`src/rtl/hub75_scan_seq.sv`:
```
`timescale 1ns/1ps
// HUB75 row/bit-plane scan sequencer.
// Walks every (row, plane) pair. Each pair is shifted in, latched onto the
// panel while it is blanked, and then shown for a time set by the plane
// weight. The next shift overlaps the current display.
//
// Handshake: a *_go output is a one-cycle request. It may only be issued
// while the matching *_rdy input is high. The target drops *_rdy in the
// following cycle and raises it again when done. Ready inputs are ignored
// in the cycle right after any go pulse, which covers a target that drops
// rdy one cycle late.
module hub75_scan_seq #(
   parameter int N_ROWS     = 32,
   parameter int N_PLANES   = 8,
   parameter int LOG_N_ROWS = $clog2(N_ROWS),
   localparam int PW        = (N_PLANES > 1) ? $clog2(N_PLANES) : 1
) (
   input  logic                  clk,
   input  logic                  rst_n,
   input  logic                  ctrl_run,
   output logic                  stat_frame,
   output logic [LOG_N_ROWS-1:0] shift_row,
   output logic [PW-1:0]         shift_plane,
   output logic                  shift_go,
   input  logic                  shift_rdy,
   output logic [N_PLANES-1:0]   blank_plane,
   output logic                  blank_go,
   input  logic                  blank_rdy,
   output logic [LOG_N_ROWS-1:0] phy_addr,
   output logic                  phy_le,
   output logic [2:0]            dbg_state
);

   typedef enum logic [2:0] {
      S_IDLE  = 3'd0,
      S_SHIFT = 3'd1,
      S_WAIT  = 3'd2,
      S_LATCH = 3'd3,
      S_GO    = 3'd4,
      S_DRAIN = 3'd5
   } state_t;

   localparam logic [LOG_N_ROWS-1:0] LAST_ROW   = LOG_N_ROWS'(N_ROWS - 1);
   localparam logic [PW-1:0]         LAST_PLANE = PW'(N_PLANES - 1);
   localparam logic [N_PLANES-1:0]   ONE_HOT0   = N_PLANES'(1);

   state_t                  state_q, state_d;
   logic [LOG_N_ROWS-1:0]   row_q, row_d;
   logic [PW-1:0]           plane_q, plane_d;
   logic                    ign_q, ign_d;
   logic [LOG_N_ROWS-1:0]   shift_row_q, shift_row_d;
   logic [PW-1:0]           shift_plane_q, shift_plane_d;
   logic [N_PLANES-1:0]     blank_plane_q, blank_plane_d;
   logic [LOG_N_ROWS-1:0]   phy_addr_q, phy_addr_d;
   logic                    phy_le_q, phy_le_d;
   logic                    shift_go_c, blank_go_c;

   // Next-state, counter advance and request generation.
   always_comb begin
      state_d       = state_q;
      row_d         = row_q;
      plane_d       = plane_q;
      blank_plane_d = blank_plane_q;
      phy_addr_d    = phy_addr_q;
      phy_le_d      = 1'b0;
      shift_go_c    = 1'b0;
      blank_go_c    = 1'b0;
      case (state_q)
         S_IDLE: begin
            if (ctrl_run && shift_rdy && blank_rdy) state_d = S_SHIFT;
         end
         S_SHIFT: begin
            shift_go_c = 1'b1;
            state_d    = S_WAIT;
         end
         S_WAIT: begin
            // Latch only with the shifter done and the panel blanked.
            if (!ign_q && shift_rdy && blank_rdy) begin
               state_d    = S_LATCH;
               phy_le_d   = 1'b1;
               phy_addr_d = row_q;
            end
         end
         S_LATCH: begin
            blank_plane_d = ONE_HOT0 << plane_q;
            if (plane_q == LAST_PLANE) begin
               plane_d = '0;
               row_d   = (row_q == LAST_ROW) ? '0 : row_q + 1'b1;
            end else begin
               plane_d = plane_q + 1'b1;
            end
            state_d = S_GO;
         end
         S_GO: begin
            blank_go_c = 1'b1;
            if (ctrl_run) begin
               shift_go_c = 1'b1;
               state_d    = S_WAIT;
            end else begin
               state_d = S_DRAIN;
            end
         end
         S_DRAIN: begin
            if (!ign_q && blank_rdy) begin
               state_d = S_IDLE;
               row_d   = '0;
               plane_d = '0;
            end
         end
         default: state_d = S_IDLE;
      endcase
      ign_d         = shift_go_c | blank_go_c;
      shift_row_d   = shift_go_c ? row_q   : shift_row_q;
      shift_plane_d = shift_go_c ? plane_q : shift_plane_q;
   end

   // State, counters and held output values.
   always_ff @(posedge clk or negedge rst_n) begin
      if (!rst_n) begin
         state_q       <= S_IDLE;
         row_q         <= '0;
         plane_q       <= '0;
         ign_q         <= 1'b0;
         shift_row_q   <= '0;
         shift_plane_q <= '0;
         blank_plane_q <= '0;
         phy_addr_q    <= '0;
         phy_le_q      <= 1'b0;
      end else begin
         state_q       <= state_d;
         row_q         <= row_d;
         plane_q       <= plane_d;
         ign_q         <= ign_d;
         shift_row_q   <= shift_row_d;
         shift_plane_q <= shift_plane_d;
         blank_plane_q <= blank_plane_d;
         phy_addr_q    <= phy_addr_d;
         phy_le_q      <= phy_le_d;
      end
   end

   // The LATCH cycle still holds the pre-advance counters.
   assign stat_frame  = (state_q == S_LATCH) && (row_q == LAST_ROW) &&
                        (plane_q == LAST_PLANE);
   assign shift_go    = shift_go_c;
   assign blank_go    = blank_go_c;
   assign shift_row   = shift_row_d;
   assign shift_plane = shift_plane_d;
   assign blank_plane = blank_plane_q;
   assign phy_addr    = phy_addr_q;
   assign phy_le      = phy_le_q;
   assign dbg_state   = state_q;

endmodule

```
`config.mk`:
```
export PLATFORM = sky130hd
export DESIGN_NAME = hub75_scan_seq
export DESIGN_NICKNAME = d
export VERILOG_FILES = /design/src/rtl/hub75_scan_seq.sv
export SDC_FILE = /design/constraint.sdc
export NUM_CORES = 1
export LEC_CHECK = 0
export CORE_MARGIN = 3
export CORE_UTILIZATION = 38
export CTS_BUF_LIST = sky130_fd_sc_hd__clkbuf_4
export CTS_CLUSTER_DIAMETER = 200
export DETAILED_ROUTE_END_ITERATION = 10
export GPL_TIMING_DRIVEN = 0
export PLACE_DENSITY_LB_ADDON = 0.2
export SYNTH_ARGS = -nofsm -noshare
export SYNTH_HDL_FRONTEND = slang
export SYNTH_SLANG_ARGS = --single-unit
```
`constraint.sdc`:
```
create_clock -name clk -period 1.9 [get_ports clk]
set_input_delay 0.38 -clock clk [delete_from_list [all_inputs] [get_ports clk]]
set_output_delay 0.38 -clock clk [all_outputs]
set_load 0.01 [all_outputs]
```
==> metrics.md, run 1 <==
| Metric | Value |
|---|---|
| Largest net degree at the start of global routing | `35` |
| Antenna-violating nets left | `0` |
| Fill cell total of the finished layout | `between 300 and 400` |
| Final Critical Period | `2.13 ns` |
| Fraction of power spent switching nets | `34.9%` |
| Worst path required time | `about 1.5 ns` |
| Placeable core region | `3850 sq um` |
| Post-Syn Area per Cell | `about 12 sq um` |
| Worst slew pin tran | `roughly 0.74 ns` |
| Area share of the leading cell type in the synthesized netlist | `between 50% and 60%` |
| Worst Hold Slack | `0.0907 ns` |
| Max-capacitance violation count | `0` |
| Fraction of layout cells with a size suffix above 1 | `about 40%` |
| Share of flip-flops with an asynchronous set or reset | `100%` |
| RSZ-0062 raised after global routing | `yes` |
| Slew Limit Headroom | `approximately half` |
| Hold buffer count at CTS | `0` |
| Initial DRC count | `46` |
| Maximum fanout along the worst path | `5` |
| Total Nets Final | `approximately 200` |
| Count of yosys warnings during synthesis | `0` |
| Area growth syn-to-layout | `43.0%` |
| Number of distinct library cells after synthesis | `33` |
| Clk sink count | `34` |
| Placement-stage worst setup slack | `-0.731 ns` |
| Initial Util | `between 40% and 50%` |
| Slew Viols, Final | `0` |
| Wire length of the first global-routing pass | `5910 um` |
| Buffer depth of the longest clock path | `2` |
| Total overflow reported by the global router | `0` |
| Clock insertion delay at the later pin of the skew report | `between 0.3 and 0.4 ns` |
| Die Width | `70.7 um` |
| Area occupied by multi-input gates | `approximately 780 sq um` |
| Logic gate share of total power | `about half` |
| TritonCTS Buffers | `5` |
| Vias after detailed routing | `~1200` |
| Final worst clock skew | `between 0.009 and 0.01 ns` |
| Count of flip-flops with a built-in enable after synthesis | `0` |
| Violations in the final reports | `setup timing` |
| Arrival time of data at the critical path endpoint | `~1.8 ns` |
| Category of the worst setup path capture point | `output pin` |
| Die outline height | `70.7 um` |
| Classification of the worst-slack hold path | `in2async` |
| Summed instance area of the synthesized netlist | `~1600 sq um` |
| DP HPWL | `2190 um` |
| Total power draw | `between 2 and 3 mW` |
| Result of the run | `complete, but fails checks` |
| CTS H-tree depth | `2` |
| # DRC | `0` |
| Startpoint type of the worst setup path | `flip-flop` |
| Clk pin slew, worst setup/hold paths | `roughly 0.11 ns` |
| Fraction of power consumed by sequential logic | `between 30% and 40%` |
| Register Area | `851 sq um` |
| Switching pwr | `around 990 uW` |
| Port-buffer cells | `32` |
| Internal power of the cells | `around 1.8 mW` |
| DRT Pass-1 Iters | `3` |
| Upper clock frequency limit | `470 MHz` |
| Routed len/inst | `approximately 15 um` |
| TritonCTS clock tree | `done` |
| Main flop type after synthesis | `sky130_fd_sc_hd__dfrtp_1` |
| Aggregate global-route resource usage | `15.0%` |
| Top post-synthesis cells by area | `sky130_fd_sc_hd__dfrtp_1, sky130_fd_sc_hd__mux2_2, sky130_fd_sc_hd__ha_1` |
| Part of the cycle the worst path needs | `112%` |
| Fraction of power consumed by the clock network | `14.0%` |
| Placer congestion estimate | `just over 0.8` |
| Number of antenna violations at the first check in global routing | `0` |
| Number of hold violations in the final report | `0` |
| Post-route setup slack | `-0.227 ns` |
| Top cell type by total area after synthesis | `sky130_fd_sc_hd__dfrtp_1` |
| Final Setup Violations | `9` |
| Sequential-to-total area share from yosys stat | `between 50% and 60%` |
| Via-per-instance ratio | `4.98` |
| Routed Wire Length | `between 3000 and 4000 um` |
| Gate count of the mapped netlist | `128` |
| Max VDD drop | `977 uV` |
| Die area | `5000 sq um` |
| Total leakage power | `between 1 and 1.5 nW` |
| Total of flip-flops plus latches after synthesis | `34` |
| Antenna Cells | `0` |
| Number of global-route vias before repair | `roughly 1200` |
| Standard-cell row count | `22` |
| Root Buffer | `sky130_fd_sc_hd__clkbuf_4` |
| Power per cell area | `approximately 1200 nW/um^2` |
| Worst Setup Path Type | `reg2out` |
| Ports | `33` |
| Syn Nets | `about 140` |
==> synth_stat cells (all sizes together) (3+ instances only) <==
master	instances
nor2	3
nand2b	4
nand2	15
ha	8
mux2	16
o21ai	10
dfrtp	34
a22o	4
buf	4
nand3b	4
inv	5
==> worst max-delay path: stages, from the launching register on <==
cell and delay (ns):
sky130_fd_sc_hd__dfrtp_1 0.40, sky130_fd_sc_hd__buf_6 0.12, sky130_fd_sc_hd__nand3b_4 0.08, sky130_fd_sc_hd__a21oi_4 0.18, sky130_fd_sc_hd__buf_6 0.17, sky130_fd_sc_hd__mux2_4 0.32, sky130_fd_sc_hd__buf_6 0.12
==> cell type report <==
type,count,area share (%)
well taps,48,2.64
clock buffers,5,1.65
multi-input cells,85,34.1
plain buffers,4,1.38
flip-flops and latches,34,37.4
clock inverters,3,0.935
inverters,5,0.825
repair buffers,51,21.1
==> routing by layer <==
| metal | up-vias | global-route usage (%) | routed length, um |
|---|---|---|---|
| li1 | 567 | - | - |
| met1 | 577 | 19.8 | 1660 |
| met2 | 22 | 23.7 | 1640 |
| met3 | 5 | 4.97 | 146 |
| met4 | 0 | 4.38 | 48 |
| met5 | - | 0 | 0 |
==> cell usage in the layout, fill, tap and decap left out, types with 3 or more instances in the layout <==
cell and instances:
sky130_fd_sc_hd__buf_4 16, sky130_fd_sc_hd__nand2b_1 3, sky130_fd_sc_hd__ha_1 4, sky130_fd_sc_hd__nand2_1 14, sky130_fd_sc_hd__buf_6 13, sky130_fd_sc_hd__mux2_4 8
sky130_fd_sc_hd__mux2_2 8, sky130_fd_sc_hd__dfrtp_1 34, sky130_fd_sc_hd__a22o_1 4, sky130_fd_sc_hd__clkdlybuf4s50_1 19, sky130_fd_sc_hd__o21ai_0 6, sky130_fd_sc_hd__buf_2 4
sky130_fd_sc_hd__inv_1 4, sky130_fd_sc_hd__o21ai_1 3, sky130_fd_sc_hd__clkbuf_4 5
==> registers in the layout (all words and copies together), names as in the netlist <==
name	cells
dbg_state	3
phy_addr	5
shift_plane_q	3
ign_q	1
phy_le	1
blank_plane	8
row_q	5
shift_row_q	5
plane_q	3
==> per-stage QoR <==
step / cell area [sq um] / TNS, ns / instances / utilization (%)
3_5_place_dp: 1970 / -6.57 / 208 / 51.0
2_1_floorplan: 1590 / 0 / 128 / -
5_1_grt: 2270 / -2.52 / 235 / 59.0
6_report: 2270 / -1.76 / 235 / 59.0
4_1_cts: 2250 / -2.47 / 232 / 58.5
3_3_place_gp: 1970 / -13.50 / 208 / 51.1
==> power groups by stage <==
stage / logic [mW] / registers, mW / clock network, mW
after detailed placement: 1.11 / 1.05 / 0
after global routing: 1.53 / 1.05 / 0.451
after floorplan: 0.611 / 1.07 / 0
after global placement: 1.09 / 1.04 / 0
final: 1.41 / 1.02 / 0.395
after CTS: 1.45 / 1.01 / 0.416
==> worst paths after layout <==
kind                                                  from                         end  slack, ns  cells past startpoint
worst max-delay path              dbg_state[2]$_DFFE_PN0P_              shift_plane[0]      -0.23                      6
worst min register to register  blank_plane[7]$_DFFE_PN0P_  blank_plane[7]$_DFFE_PN0P_       0.50                      1
min in group clk                blank_plane[7]$_DFFE_PN0P_  blank_plane[7]$_DFFE_PN0P_       0.50                      1
worst max register to register        row_q[1]$_DFFE_PN0P_        row_q[2]$_DFFE_PN0P_       0.28                      6
worst min-delay path                                 rst_n    shift_row_q[0]$_DFF_PN0_       0.09                      1
max in group asynchronous                            rst_n    dbg_state[1]$_DFFE_PN0P_       1.33                      1
==> repair_timing <==
item	in CTS	in global routing
buffers inserted	15	4
endpoints found under the setup margin	11	10
gates cloned	1	1
pin swaps	2	4
gates resized for setup	69	9
==> cells by family after synthesis <==
kind of cell               after synthesis  share of synthesized area (%)
AOI/OAI and AO/OA                       20                           8.89
xor gates and xnor gates                 2                           1.10
adders and majority gates                8                           6.29
buffers and inverters                    9                           2.91
DFF                                     34                           53.5
muxes                                   16                           11.3
and+or+nand+nor                         39                           16.0
Power figures use the tool's default switching activity.
==> run 2, diff against run 1 <==
HOLD_SLACK_MARGIN = 0.08   (was default)
==> results of run 2 <==
Same layout as run 1: the final DEF is identical, and so are final timing and power.
==> run 3, diff against run 2 <==
REMOVE_ABC_BUFFERS = 1   (was default)
==> metrics.md, run 3 (same netlist as run 1, synthesis figures left out) <==
| Metric | Value |
|---|---|
| Startpoint type of the worst setup path | `flip-flop` |
| Total Nets Final | `197 (-1.0%)` |
| Utilization of the core after routing | `60.2% (+1.1 points)` |
| Launch point of the worst path | `dbg_state[2]$_DFFE_PN0P_` |
| Worst Setup Path Type | `reg2out` |
| Power per cell area | `1300 nW/um^2 (+4.8%)` |
| Total power draw | `3.02 mW (+6.8%)` |
| Clock insertion delay at the later pin of the skew report | `0.33 ns (about the same)` |
| Final Critical Period | `2.17 ns (+0.0380 ns)` |
| Part of the cycle the worst path needs | `114% (+2.0 points)` |
| Finished Layout Cells | `233 (-0.85%)` |
| Final Setup Violations | `8 (-1)` |
| Routed len/inst | `15.0 um (+0.74%)` |
| Max reg flops | `8 (unchanged)` |
| Clk pin slew, worst setup/hold paths | `0.10 ns (about the same)` |
| # placed instances | `204 (-1.9%)` |
| Vias after detailed routing | `1170 (-0.085%)` |
| DP HPWL | `2070 um (-5.6%)` |
| Slew Viols, Final | `0 (unchanged)` |
| Ports | `33 (unchanged)` |
| Violations in the final reports | `setup timing` |
| Standard-cell row count | `22 (unchanged)` |
| Wire length of the first global-routing pass | `6130 um (+3.9%)` |
| Classification of the worst-slack hold path | `in2async` |
| Initial Util | `41.3% (unchanged)` |
| Hold buffer count at CTS | `0 (unchanged)` |
| Upper clock frequency limit | `462 MHz (-1.8%)` |
| Largest net degree at the start of global routing | `35 (unchanged)` |
| Number of hold violations in the final report | `0 (unchanged)` |
| Buffers plus inverters on the worst setup path | `2 (-1)` |
| Fraction of layout cells with a size suffix above 1 | `42.2% (+2.1 points)` |
| Placer congestion estimate | `0.714 (-12%)` |
| Arrival time of data at the critical path endpoint | `1.79 ns (+0.04 ns)` |
| RSZ-0062 raised after global routing | `yes` |
| Series of cell instances along the critical path | `nand2b_4 -> a21oi_4 -> buf_6 -> mux2_4 -> buf_6` |
| DRT Pass-1 Iters | `4 (+1)` |
| Result of the run | `complete, but fails checks` |
| Antenna-violating nets left | `0 (unchanged)` |
| Critical path's slowest cell | `sky130_fd_sc_hd__dfrtp_2` |
| Source of the worst register-to-register timing path | `dbg_state[0]$_DFFE_PN0P_` |
| R2R Setup Slk | `0.22 ns (-0.06 ns)` |
| Placeable core region | `3850 sq um (unchanged)` |
| Family with the most delay on the worst path | `flip-flops` |
| End of the worst register-to-register path | `phy_addr[1]$_DFFE_PN0P_` |
| Count of cells along the worst register-to-register path | `6 (unchanged)` |
| Crit path largest cell delay | `0.46 ns (+0.06 ns)` |
| Via-per-instance ratio | `5.02 (+0.77%)` |
| Worst path required time | `1.52 ns (about the same)` |
| Area growth syn-to-layout | `45.8%` |
| Maximum fanout along the worst path | `5 (unchanged)` |
| Aggregate global-route resource usage | `15.8% (+0.75 points)` |
| Worst slew pin tran | `0.746 ns (+0.000941 ns)` |
| Die area | `5000 sq um (unchanged)` |
| Initial DRC count | `34 (-26%)` |
| Antenna Cells | `0 (unchanged)` |
| Commonest cells after routing, fill and taps aside | `sky130_fd_sc_hd__dfrtp_1, sky130_fd_sc_hd__clkdlybuf4s50_1, sky130_fd_sc_hd__buf_4` |
| Number of global-route vias before repair | `1192 (-2.5%)` |
| Placement-stage worst setup slack | `-0.714 ns (+0.0166 ns)` |
| Number of antenna violations at the first check in global routing | `0 (unchanged)` |
| Most used cell, CP | `sky130_fd_sc_hd__buf_6` |
| Max VDD drop | `604 uV (-38%)` |
| Most common cell after layout, fill and taps aside | `sky130_fd_sc_hd__dfrtp_1` |
| Number of gates on the worst path with buffers counted | `5 (-1)` |
| Final worst clock skew | `0.00666 ns (-0.00298 ns)` |
| Root Buffer | `sky130_fd_sc_hd__clkbuf_4` |
| Max-capacitance violation count | `0 (unchanged)` |
| Category of the worst setup path capture point | `output pin` |
| Clk sink count | `34 (unchanged)` |
| Post-route setup slack | `-0.265 ns (-0.0380 ns)` |
| Total overflow reported by the global router | `0 (unchanged)` |
| Port-buffer cells | `32 (unchanged)` |
| Die Width | `70.7 um (unchanged)` |
| Routed Wire Length | `3490 um (-0.11%)` |
| # DRC | `0 (unchanged)` |
| Register Area | `857 sq um (+0.74%)` |
| TritonCTS Buffers | `5 (unchanged)` |
| CTS H-tree depth | `2 (unchanged)` |
| Area occupied by multi-input gates | `786 sq um (+1.3%)` |
| Slew Limit Headroom | `50.3% (-0.063 points)` |
| TritonCTS clock tree | `done` |
| Total leakage power | `1.12 nW (+0.95%)` |
| Die outline height | `70.7 um (unchanged)` |
| Fill cell total of the finished layout | `317 (-1.9%)` |
| Buffer depth of the longest clock path | `2 (unchanged)` |
| End point of the critical path | `shift_row[3]` |
run 3: what timing repair did:
action,4_1_cts,5_1_grt
buffers inserted,22,1
cloned,1,0
gates resized for setup,84,3
pin swaps,2,1
endpoints found under the setup margin,14,12
run 3: worst min-delay path by stage:
stage                                             to  cells past startpoint
after global placement    blank_plane[1]$_DFFE_PN0P_                      2
final                     blank_plane[5]$_DFFE_PN0P_                      1
after floorplan           blank_plane[0]$_DFFE_PN0P_                      0
after detailed placement  blank_plane[4]$_DFFE_PN0P_                      2
after global routing      blank_plane[1]$_DFFE_PN0P_                      1
after CTS                 blank_plane[5]$_DFFE_PN0P_                      1
run 3: metal layers:
metal | share of wire, % | up-vias | global-route usage [%]
met5 | 0 | - | 0
li1 | - | 557 | -
met3 | 4.9 | 8 | 4.12
met4 | 1.9 | 0 | 7.10
met2 | 49 | 31 | 25.0
met1 | 44 | 574 | 20.3
run 3: where the power goes:
part	switching, mW	internal [mW]
combinational	0.577	0.818
sequential	0.171	0.914
clock	0.233	0.308
run 3: stage by stage:
stage	area, sq um	setup TNS [ns]	hold WS (ns)
final	2320	-1.94	0.0981
after global routing	2320	-2.65	0.153
after CTS	2360	-2.47	0.123
after detailed placement	1940	-6.46	0.475
after global placement	1940	-14.60	0.462
after floorplan	1560	0	0.0844
run 3: final cells by class:
type,instances,area share (%)
inverters,5,0.809
clock buffers,7,2.27
clock inverters,1,1.30
flip-flops and latches,34,37.0
multi-input cells,85,33.9
repair buffers,53,22.2
well taps,48,2.59
